**config.mk**
```make
export PLATFORM = sky130hd
export DESIGN_NAME = ffs_burst_arbiter
export DESIGN_NICKNAME = d
export VERILOG_FILES = /design/src/rtl/ffs_burst_arbiter.sv
export SDC_FILE = /design/constraint.sdc
export NUM_CORES = 1
export LEC_CHECK = 0
export CAP_MARGIN = 20
export CORE_MARGIN = 3
export CORE_UTILIZATION = 40
export CTS_CLUSTER_DIAMETER = 150
export DETAILED_ROUTE_END_ITERATION = 6
export HOLD_SLACK_MARGIN = 0.08
export PLACE_DENSITY = 0.7
export SLEW_MARGIN = 20
export SYNTH_ARGS = -nofsm -noshare
export SYNTH_HDL_FRONTEND = slang
export SYNTH_SLANG_ARGS = --single-unit
```
**constraint.sdc**
```tcl
create_clock -name clk -period 3.3 [get_ports clk]
set_input_delay 0.99 -clock clk [delete_from_list [all_inputs] [get_ports clk]]
set_output_delay 0.99 -clock clk [all_outputs]
set_load 0.03 [all_outputs]
```
**src/rtl/ffs_burst_arbiter.sv**
```systemverilog
// Burst round-robin arbiter: descending find-first-set over requests masked below the
// previous winner; holds each grant for req_len+1 accepted beats. Optional watchdog: ARB_TIMEOUT_EN.
module ffs_burst_arbiter #(
    parameter int unsigned CLIENTS        = 8,
    parameter int unsigned LEN_W          = 4,
    parameter int unsigned TIMEOUT_CYCLES = 64
) (
    input  logic                       clk,
    input  logic                       rst_n,
    input  logic [CLIENTS-1:0]         req,
    input  logic [CLIENTS*LEN_W-1:0]   req_len,
    input  logic                       beat,
    output logic [CLIENTS-1:0]         gnt,
    output logic [$clog2(CLIENTS)-1:0] gnt_id,
    output logic                       busy,
    output logic                       timeout_err
);

    localparam int unsigned ID_W = $clog2(CLIENTS);

    if (CLIENTS < 2 || CLIENTS > 16) begin : g_bad_clients
        $error("ffs_burst_arbiter: CLIENTS must be 2..16");
    end
    if (TIMEOUT_CYCLES < 1) begin : g_bad_timeout
        $error("ffs_burst_arbiter: TIMEOUT_CYCLES must be at least 1");
    end

    typedef enum logic {IDLE, BURST} state_t;

    state_t             state_q, state_d;
    logic [CLIENTS-1:0] gnt_d;
    logic [ID_W-1:0]    gnt_id_d;
    logic [CLIENTS-1:0] mask_q, mask_d;
    logic [CLIENTS-1:0] masked;
    logic [ID_W-1:0]    win_id;
    logic [LEN_W-1:0]   len_q, len_d;
    logic [LEN_W-1:0]   cnt_q, cnt_d;
    logic               abort;

    // Ascending scan so the last hit, i.e. the highest set index, wins.
    always_comb begin
        masked = req & mask_q;
        win_id = '0;
        for (int unsigned i = 0; i < CLIENTS; i++) begin
            if ((|masked) ? masked[i] : req[i]) begin
                win_id = ID_W'(i);
            end
        end
    end

    always_comb begin
        state_d  = state_q;
        gnt_d    = gnt;
        gnt_id_d = gnt_id;
        mask_d   = mask_q;
        len_d    = len_q;
        cnt_d    = cnt_q;
        unique case (state_q)
            IDLE: begin
                if (|req) begin
                    state_d  = BURST;
                    gnt_d    = CLIENTS'(1) << win_id;
                    gnt_id_d = win_id;
                    mask_d   = (CLIENTS'(1) << win_id) - CLIENTS'(1);
                    len_d    = req_len[win_id*LEN_W +: LEN_W];
                    cnt_d    = '0;
                end
            end
            BURST: begin
                if (abort || (beat && cnt_q == len_q)) begin
                    state_d  = IDLE;
                    gnt_d    = '0;
                    gnt_id_d = '0;
                end else if (beat) begin
                    cnt_d = cnt_q + LEN_W'(1);
                end
            end
            default: state_d = IDLE;
        endcase
    end

    always_ff @(posedge clk or negedge rst_n) begin
        if (!rst_n) begin
            state_q <= IDLE;
            gnt     <= '0;
            gnt_id  <= '0;
            mask_q  <= '0;
            len_q   <= '0;
            cnt_q   <= '0;
        end else begin
            state_q <= state_d;
            gnt     <= gnt_d;
            gnt_id  <= gnt_id_d;
            mask_q  <= mask_d;
            len_q   <= len_d;
            cnt_q   <= cnt_d;
        end
    end

    assign busy = |gnt;

`ifdef ARB_TIMEOUT_EN
    localparam int unsigned WD_W = $clog2(TIMEOUT_CYCLES + 1);

    logic [WD_W-1:0] wd_q, wd_d;

    assign abort = (state_q == BURST) && (wd_q == WD_W'(TIMEOUT_CYCLES));

    always_comb begin
        wd_d = wd_q;
        if (state_q != BURST || beat || abort) begin
            wd_d = '0;
        end else begin
            wd_d = wd_q + WD_W'(1);
        end
    end

    always_ff @(posedge clk or negedge rst_n) begin
        if (!rst_n) begin
            wd_q        <= '0;
            timeout_err <= 1'b0;
        end else begin
            wd_q        <= wd_d;
            timeout_err <= abort;
        end
    end
`else
    assign abort       = 1'b0;
    assign timeout_err = 1'b0;
`endif

endmodule

```
Word level (Yosys, flattened, before mapping):

Cells that the tools add are included.
Widths: inputs -> output; s select.

* multiplexer cells: 27
* $add $sub $neg: 2
* bitwise gates (word level): 2
* eq/ne operators: 5
* reductions and logical operators: 7
* shift operators: 2

Operators by type and width (number)
* $shiftx 32x6->4: 1
* $reduce_or 8->1: 3
* $mux 3: 6
* $mux 8: 2
* $pmux 8 s2: 1
* $mux 4: 3
* $mux 1: 10
* $and 8x8->8: 1
* $pmux 4 s2: 1
* $shl 1x3->8 const A: 1
* $sub 8x2->8 const B: 1
* $ne 2x2->1 const B: 3
* $pmux 3 s2: 1
* $add 4x1->4 const B: 1
* $eq 4x4->1: 1
* $mux 2: 2
* $reduce_and 2->1: 2
* $reduce_and 3->1: 1
* $ne 2x1->1 const B: 1
* $pmux 1 s2: 1
* $logic_and 1x1->1: 1
* $not 1->1: 1

* output and inout bits: 13
* input bits: 43
* word-level logic and storage cells: 51
* bits in registers: 28

Longest topological paths before layout:

* depth in word-level cells: 13
* depth in mapped cells: 11
* depth with buffers taken out: 9

Least setup slack after synthesis:

No wires, ideal clock.

* path type: input to register
* from: input port req[3]
* to: register mask_q[4]
* path buffers: 1
* stages: 10
* slack: 330 ps
* library setup time: 82 ps
* arrival time: 2888 ps
* data required time: 3218 ps
* cells stage by stage: a22oi_2 and4_1 buf_6 o21ai_1 a311oi_4 nand3_1 ha_1 nor2_1 nand3_1 a31oi_1

* cells in the longest elaborated chain, start to end: 12
* elaborated cells between the ends (all ways): 20
* classes of those cells: 1 x add/sub; 1 x shift; 14 x mux; 1 x bitwise; 3 x reduce/logical

RTL lines
* start: declaration: line 10 `input logic [CLIENTS-1:0] req,`
* $and 8x8->8: line 42 `masked = req & mask_q;`
* $reduce_or 8->1: line 45 `if ((|masked) ? masked[i] : req[i]) begin`
* $mux 1 (2 in series): line 45
* $mux 2 (2 in series): line 45
* $mux 3 (4 in series): line 45
* $shl 1x3->8: line 64 `mask_d = (CLIENTS'(1) << win_id) - CLIENTS'(1);`
* $sub 8x2->8: line 64
* end signal: assignment: line 94 `mask_q <= mask_d;`
* end: declaration: line 33 `logic [CLIENTS-1:0] mask_q, mask_d;`

Parallel ways exist; a longest one is shown, timed or not.
A chain may end at the register's enable or synchronous reset.

Worst setup path after layout:

* from: input port req[4]
* to: register len_q[2]

* cells in the longest elaborated chain, start to end: 11
* elaborated cells between the ends (all ways): 19
* classes of those cells: 1 x shift; 14 x mux; 1 x bitwise; 3 x reduce/logical

RTL lines
* $and 8x8->8: line 42
* $reduce_or 8->1: line 45
* $mux 1 (2 in series): line 45
* $mux 2 (2 in series): line 45
* $mux 3 (4 in series): line 45
* $shiftx 32x6->4: line 65 `len_d = req_len[win_id*LEN_W +: LEN_W];`
* end signal: assignment: line 95 `len_q <= len_d;`
* end: declaration: line 36 `logic [LEN_W-1:0] len_q, len_d;`

Parallel ways exist; a longest one is shown, timed or not.

==> impl_metrics.yaml <==
placement:
  pre_cts_ws_ps: -232.4
  port_buffers: 54
  place_congestion: 0.9278
  placed_area_um2: 2689
  placed_cells: 333
  dp_hpwl_mm: 4.356
power:
  totalPowerFinal_mw: 2.106
  p_comb_share_pct: 62.1
  p_switching_mw: 0.9121
  vdd_ir_drop_max_uv: 561.6
  switching_share_pct: 43.31
  p_leak_nw: 1.196
  intPower_mw: 1.194
  seqPwrFrac_pct: 29.1
  pwr-share-clk_pct: 8.8
  p_per_area_nw_per_um2: 769.9
clock_network:
  cts_htree_levels: 1
  numCtsBuffers: 3
  clockBufferDepth: 2
  post_cts_resized: 0
  insertion_delay_ps: 280
  post_cts_buffers: 0
  cts_tree: "yes"
  root_buffer: "clkbuf_8"
  clock-sinks: 28
  path_clk_slew_ps: 100
  cts_hold_buf: 0
timing:
  post-route-period-util_pct: 95.26
  worst_hold_slack_ps: 488.9
  slew_headroom_pct: 62.51
  setup_viol_count_final: 0
  fin_crit_ps: 3144
  hold_viol: 0
  tightest_slew_ps: 557.2
  clock_skew_ps: 9.124
  rsz0062_at_grt: "false"
  max_freq_ghz: 0.3181
  setup_ws_ps: 156.3
  drv_slew: 0
  totalNegativeSetupSlack_ps: 0
critical_path:
  slowest_stage: "clkdlybuf4s50_1"
  critPathMaxFanout: 8
  crit_chain: "clkdlybuf4s50_1 -> a22oi_2 -> and4_4 -> buf_4 -> o21ai_1 -> and4_1 -> buf_4 -> nand3_1 -> o2bb2ai_1 -> or3_1"
  required_ps: 3460
  cp-end-kind: "register"
  startpoint_type: "input port"
  crit_arrival_ps: 3300
  critical_path_class: "input port to register"
  cpPeakStageDelay_ps: 440
  crit_top_cell: "buf_4"
routing:
  route.detailed.drc: 0
  drt_wl_total_mm: 5.411
  routedWlPerCell_um: 16.10
  drt-initial-drc-count: 161
  antenna_left: 0
  vias: 1875
  dr.pass1.iters: 4
  vias_per_cell: 5.580
floorplan:
  core_um2: 4173
  initial_core_util_pct: 43.24
  die_w_um: 73.16
  num_rows: 23
  io_pins: 56
  die-area_um2: 5352
  die-height_um: 73.16
final_layout:
  diodes: 0
  drive_above_1_share_pct: 24.13
  fin_area_um2: 2735
  final_util_pct: 65.55
  final.fill_count: 347
  nets: 333
  instances_no_fill: 336
  area_growth_pct: 51.59
global_route:
  antenna_found_initial: 0
  grt_pass1_vias: 1807
  overflow: 0
  grt_max_degree: 29
  grt_use_total_pct: 21.00
  grt_first_pass_wirelength_mm: 8.659
min_path:
  hp-class: "register to register"
synthesis:
  yosysUniqueCellTypes: 53
  synthArstFlopShare_pct: 100.0
  ys_ff_latch: 28
  yosys_most_used_dff: "dfrtp_1"
  syn_area_um2: 1804
  syn-num-nets: 238
  synth-seq-area-share_pct: 38.83
  synth.avg_cell_area_um2: 9.348
  synth_edf_count: 0
  netlist_instances: 193
  synth_warnings: 0
flow_run:
  maxCapViolations: 0
status:
  outcome: "finished, final reports clean"
## critical path: cells and delay by family
| family | cells | cell delay (ps) |
|---|---|---|
| and+or+nand+nor | 4 | 1090 |
| buffers and inverters | 3 | 740 |
| AOI/OAI and AO/OA | 3 | 490 |
## power groups by stage
stage / logic [mW] / clock network [mW] / registers, mW
floorplan: 0.718 / 0 / 0.687
global placement: 1.28 / 0 / 0.617
detailed placement: 1.29 / 0 / 0.616
CTS: 1.30 / 0.193 / 0.611
global route: 1.41 / 0.203 / 0.629
finish: 1.31 / 0.185 / 0.612
## cell type report
cell class	count	area, um^2	area share [%]
clock buffers	3	41.29	1.510
inverters	6	22.52	0.8234
multi-input cells	150	1030	37.65
flip-flops and latches	28	700.7	25.62
well taps	50	62.56	2.287
repair buffers	99	878.3	32.11
## cell usage in the layout, fill, tap and decap left out, types with 2 or more instances in the layout
cell type / instances
a221oi_1: 2
a21oi_1: 5
buf_4: 45
o21ai_0: 9
o21ai_2: 3
nand3_1: 8
a21o_1: 4
mux2_2: 3
a41oi_1: 3
nand2_1: 21
dfrtp_1: 28
or3_1: 2
nor2_1: 17
o21a_1: 2
nand2b_1: 2
a22o_1: 2
a31oi_1: 3
clkbuf_8: 3
and3_1: 2
xor2_1: 3
mux2i_1: 6
o21ai_1: 4
clkdlybuf4s50_1: 54
xnor2_1: 4
o22ai_1: 4
a22oi_1: 3
o2bb2ai_1: 2
a22oi_2: 4
nor4_1: 5
o211ai_1: 3
inv_1: 6
## Yosys cell counts (5+ instances only)
cell | number | share of area, %
inv_1 | 6 | 1.2
nor4_1 | 5 | 1.7
nor2_1 | 17 | 3.5
nand3_1 | 8 | 2.2
mux2i_1 | 6 | 3.3
a21oi_1 | 5 | 1.4
nand2_1 | 21 | 4.4
clkbuf_1 | 5 | 1.0
dfrtp_1 | 28 | 39
o21ai_0 | 9 | 2.5
## worst paths after layout
check / slack, ps / endpoint / from / cells after the start
hold / removal: 490 / gnt_id[1] / gnt_id[1] / 1
setup reg to reg: 910 / len_q[2] / mask_q[4] / 9
min in group asynchronous: 1080 / mask_q[3] / rst_n / 2
setup / recovery: 160 / len_q[2] / req[4] / 10
max in group asynchronous: 1930 / mask_q[4] / rst_n / 2
hold reg to reg: 490 / gnt_id[1] / gnt_id[1] / 1
## sequential cells by signal, summed over array words and instances, names as in the netlist
register / count
gnt: 8
len_q: 4
cnt_q: 4
mask_q: 8
gnt_id: 3
state_q: 1
## logic make-up after synthesis
family / share of synthesized area (%)
multiplexers: 5.201
XOR/XNOR: 3.398
other: 0.2078
adder cells (fa/ha/maj): 1.387
AO/OA/AOI/OAI: 28.71
buffers and inverters: 4.369
AND/OR/NAND/NOR: 17.89
flip-flops: 38.83
## layer usage
| layer | vias up | part of all wire (%) | global-route usage, % |
|---|---|---|---|
| li1 | 920 | - | - |
| met4 | 0 | 0.44 | 3.689 |
| met5 | - | 0 | 0 |
| met3 | 2 | 5.0 | 3.581 |
| met1 | 894 | 46 | 29.15 |
| met2 | 59 | 48 | 34.56 |
No activity file was read; power rests on OpenSTA's default activity.
==> patch 1, RTL diff (config.mk and constraints unchanged) <==
Add a define of `ARB_TIMEOUT_EN`.
--- a/src/rtl/ffs_burst_arbiter.sv
+++ b/src/rtl/ffs_burst_arbiter.sv
@@ -1,5 +1,7 @@
 // Burst round-robin arbiter: descending find-first-set over requests masked below the
 // previous winner; holds each grant for req_len+1 accepted beats. Optional watchdog: ARB_TIMEOUT_EN.
+`define ARB_TIMEOUT_EN
+
 module ffs_burst_arbiter #(
     parameter int unsigned CLIENTS        = 8,
     parameter int unsigned LEN_W          = 4,
Behaviour: same outputs for any inputs over 10 cycles, from zero or initial values and one cycle with rst_n low; that may be too few to reach the edited logic, so the function may still have changed.
==> patch 1 against the unedited design <==
- worst setup slack worse by 0.035 ns
- sequential cell count is 8 higher
- via count is 18% higher
- total power is 32% higher
- area after synthesis is 22% higher
- global-route usage is 0.43 points higher
- utilization is 1.6 points lower
- die area is 20% higher
- final area is 22% higher
- wire length is 17% higher
- largest power group unchanged
==> patch 1: results (changes against the unedited design) <==
* Status: complete, no violations
* # port buffers at 55 (+1.9%)
* R2r worst-path depth at 10 (+1)
* Most area-consuming cells after synthesis: dfrtp_1, nand2_1, mux2i_1
* Largest registers: gnt: 8 flops, mask_q: 8 flops, wd_q: 7 flops
* Adder-Cell Fraction of Synth Area at 2.27% (+0.88 points)
* First-pass GRT wire length at 10.6 mm (+23%)
* CTS buffer count at 5 (+2)
* Routed len/inst at 15.5 um (-3.8%)
* Placed instance area at 3140 um^2 (+17%)
* Largest net degree at the start of global routing at 37 (+28%)
* Post-synth top cells: dfrtp_1, nand2_1, nor2_1
* Placer Congestion at 0.878 (-5.4%)
* Share of layout cells above drive strength 1 at 21.2% (-2.9 points)
* Peak supply drop at 0.425 mV (-24%)
* H-tree level count at 2 (+1)
* R2R setup slack at 0.82 ns (-0.09 ns)
* DP HPWL at 4.89 mm (+12%)
* DP Worst Slack at -0.259 ns (-0.0266 ns)
* Synth Area in Compound Gates at 24.7% (-4.0 points)
* Worst flop-to-flop path startpoint: mask_q[5]
* Routed WL at 6.34 mm (+17%)
* Placed Instances at 399 (+20%)
* Switching share of power at 41.3% (-2.0 points)
* Synth cell types at 49 (-7.5%)
* N_diodes at 0 (unchanged)
* Worst-Margin Slew at 0.459 ns (-0.0985 ns)
* Total GRT Usage at 21.4% (+0.43 points)
* Vias at 2204 (+18%)
* Worst-path fanout max at 8 (unchanged)
* Initial antenna violation count at 0 (unchanged)
* Xor/xnor share of the synthesized area at 4.76% (+1.4 points)
* Final Skew at 0.00369 ns (-0.00543 ns)
* Final hold slack at 0.501 ns (+0.0118 ns)
* Vias in the first global route at 2210 (+22%)
* Gate Count Post-Synth at 238 (+23%)
* Hold Path Depth at 2 (+1)
* Synth Net Count at 285 (+20%)
* Worst-path clk slew at 0.07 ns (-0.03 ns)
* Post-synthesis sequential area ratio at 40.8% (+2.0 points)
* Final #Nets at 385 (+16%)
* Post-synthesis mux area share at 4.59% (-0.61 points)
* DRT iter0 DRCs at 124 (-23%)
* RR Endpoint: mask_q[2]
patch 1: changes by cell type after synthesis, moves of 4 or more:
cell      change
a211oi_1      +4
nand2_1       +9
a21o_1        -4
o21ai_0       +8
nor2_1        +6
buf_2         +4
xor2_1        +4
dfrtp_1       +8
patch 1: power groups by stage:
stage               clock network [mW]  registers, mW  logic (mW)
global placement                     0          0.758        1.51
finish                           0.430          0.759        1.60
floorplan                            0          0.825       0.827
global route                     0.455          0.782        1.75
CTS                              0.440          0.754        1.55
detailed placement                   0          0.758        1.54
patch 1: metal layers:
metal	global-route usage [%]	vias up	routed length (um)
met4	5.74	0	71
met3	3.59	6	362
met5	0	-	0
li1	-	1088	-
met1	30.1	1034	3020
met2	34.1	76	2880
patch 1: worst max-delay path, cell delays in order:
cell,delay [ns]
clkdlybuf4s50_1,0.52
a22oi_2,0.16
and4_4,0.25
o21ai_2,0.32
buf_4,0.24
nand4_1,0.18
or3_1,0.43
xor2_1,0.18
o21ai_1,0.08
patch 1: worst max-delay path by stage:
stage	depth (start not counted)	to	slack (ns)	startpoint
final	9	mask_q[2]	0.12	req[3]
after global routing	11	mask_q[2]	-0.007	req[4]
after CTS	12	mask_q[6]	0.06	req[4]
after detailed placement	12	mask_q[6]	-0.26	req[4]
after global placement	12	mask_q[6]	-0.16	req[4]
after floorplan	12	mask_q[4]	0.19	req[4]
patch 1: cells by family after synthesis:
logic type / after synthesis
muxes: 10
xor gates and xnor gates: 12
adders and majority gates: 4
DFF: 36
buffers and inverters: 17
AOI/OAI and AO/OA: 69
and+or+nand+nor: 90
patch 1: layout make-up:
type                       count  area [um^2]
clock buffer                   7         96.3
tap                           70         87.6
clock inverter                 1         30.0
inverter                       9         33.8
multi-input combinational    185         1290
fill                         466         1870
sequential                    36          901
timing repair buffer         101          896
==> patch 2, RTL diff (config.mk and constraints unchanged) <==
Made on the original files. Set the parameter `CLIENTS` to 16 (it was 8).
--- a/src/rtl/ffs_burst_arbiter.sv
+++ b/src/rtl/ffs_burst_arbiter.sv
@@ -1,7 +1,7 @@
 // Burst round-robin arbiter: descending find-first-set over requests masked below the
 // previous winner; holds each grant for req_len+1 accepted beats. Optional watchdog: ARB_TIMEOUT_EN.
 module ffs_burst_arbiter #(
-    parameter int unsigned CLIENTS        = 8,
+    parameter int unsigned CLIENTS        = 16,
     parameter int unsigned LEN_W          = 4,
     parameter int unsigned TIMEOUT_CYCLES = 64
 ) (
Ports: changed (resized gnt, gnt_id, req and req_len); port bits go from 56 to 105. No check against the original RTL was run, so the function may have changed too.
==> patch 2 against the unedited design <==
- the run now ends with negative setup slack left
- sequential cell count is 17 higher
- worst hold slack better by 0.0038 ns
- area after synthesis is 70% higher
- count of clock-buffer cells in the layout is 3 higher
- critical path depth is 5 higher
- highest routed layer unchanged
- total power is 89% higher
- wire length is 110% higher
- worst setup slack worse by 0.28 ns
- clock power is 140% higher
- via count is 89% higher
- critical path type unchanged
- synthesized cell count is 80% higher
- combinational power is 95% higher
- final area is 89% higher
==> patch 2: results (changes against the unedited design) <==
* Synth cell types at 57 (+7.5%)
* Synth Net Count at 433 (+82%)
* Post-synthesis sequential area ratio at 36.6% (-2.2 points)
* Non-filler cells, final at 620 (+85%)
* Multi-In Gates at 278 (+85%)
* Clock Latency Late Sink at 0.31 ns (+0.03 ns)
* CP max stage cell: a211o_1
* Final Setup Violations at 8 (+8)
* First drt pass iteration count at 5 (+1)
* Worst-Margin Slew at 0.579 ns (+0.0220 ns)
* Worst path max stage delay at 0.34 ns (-0.10 ns)
* DP Worst Slack at -0.846 ns (-0.613 ns)
* Status: finished, violations left
* Share of layout cells above drive strength 1 at 30.7% (+6.6 points)
* Synth Area in Compound Gates at 28.9% (+0.23 points)
* Grt met3 use at 4.09% (+0.51 points)
* Peak supply drop at 0.418 mV (-26%)
* Hold Path Origin: gnt_id[3]
* R2R setup slack at 0.16 ns (-0.75 ns)
* Post-synth top cells: dfrtp_1, nand2_1, o21ai_0
* Placer Congestion at 0.942 (+1.6%)
* Avg Inst Size Synth at 8.83 um^2 (-5.5%)
* Register share of the cell area at 21.8% (-3.8 points)
* Fraction of area in multi-input gates at 39.6% (+1.9 points)
* Final #Nets at 605 (+82%)
* Routed WL at 11.4 mm (+110%)
* Failing checks: negative setup slack
* Sum of negative setup slack at -0.530 ns (-0.530 ns)
* H-tree level count at 2 (+1)
* Worst-path fanout max at 5 (-3)
* FF+latch count at 45 (+61%)
* Leakage power figure at 2.17 nW (+81%)
* CLK BUF at 6 (+3)
* Final Skew at 0.0155 ns (+0.00634 ns)
* PnR worst setup slack at -0.123 ns (-0.279 ns)
* Most area-consuming cells after synthesis: dfrtp_1, o21ai_0, nand2_1
* WL met3 at 732 um (+170%)
* R2r worst-path depth at 14 (+5)
* CP top delay family: compound AO/OA/AOI/OAI gates
* Vias at 3549 (+89%)
* DP HPWL at 8.61 mm (+98%)
* Xor/xnor share of the synthesized area at 2.56% (-0.83 points)
* DRT iter0 DRCs at 219 (+36%)
* Non-clock inverter count at 0 (-6)
patch 2: cell count changes after synthesis, sizes merged, moves of 7 or more:
| cell | change |
|---|---|
| o21ai | +30 |
| dfrtp | +17 |
| a22o | +11 |
| nor2 | +9 |
| nand4 | +7 |
| nand2 | +21 |
| clkbuf | +11 |
| nand3 | +8 |
| nor3 | +11 |
patch 2: worst min path at each step:
stage                      to  slack (ns)  cells after the start
floorplan           mask_q[6]        0.47                      2
global placement    gnt_id[3]        0.47                      2
detailed placement  gnt_id[3]        0.47                      2
CTS                 gnt_id[3]        0.49                      2
global route        gnt_id[3]        0.53                      2
finish              gnt_id[3]        0.49                      2
patch 2: where the power goes:
group	leakage [nW]	total (mW)	switching, mW	internal [mW]
logic	1.56	2.56	1.36	1.20
registers	0.553	0.974	0.221	0.752
clock network	0.0554	0.437	0.209	0.228
total	2.17	3.97	1.79	2.18
patch 2: tightest hold or removal path, stage by stage (launching register included):
cell	delay [ns]
dfrtp_1	0.35
nand2_1	0.05
nand2_1	0.06
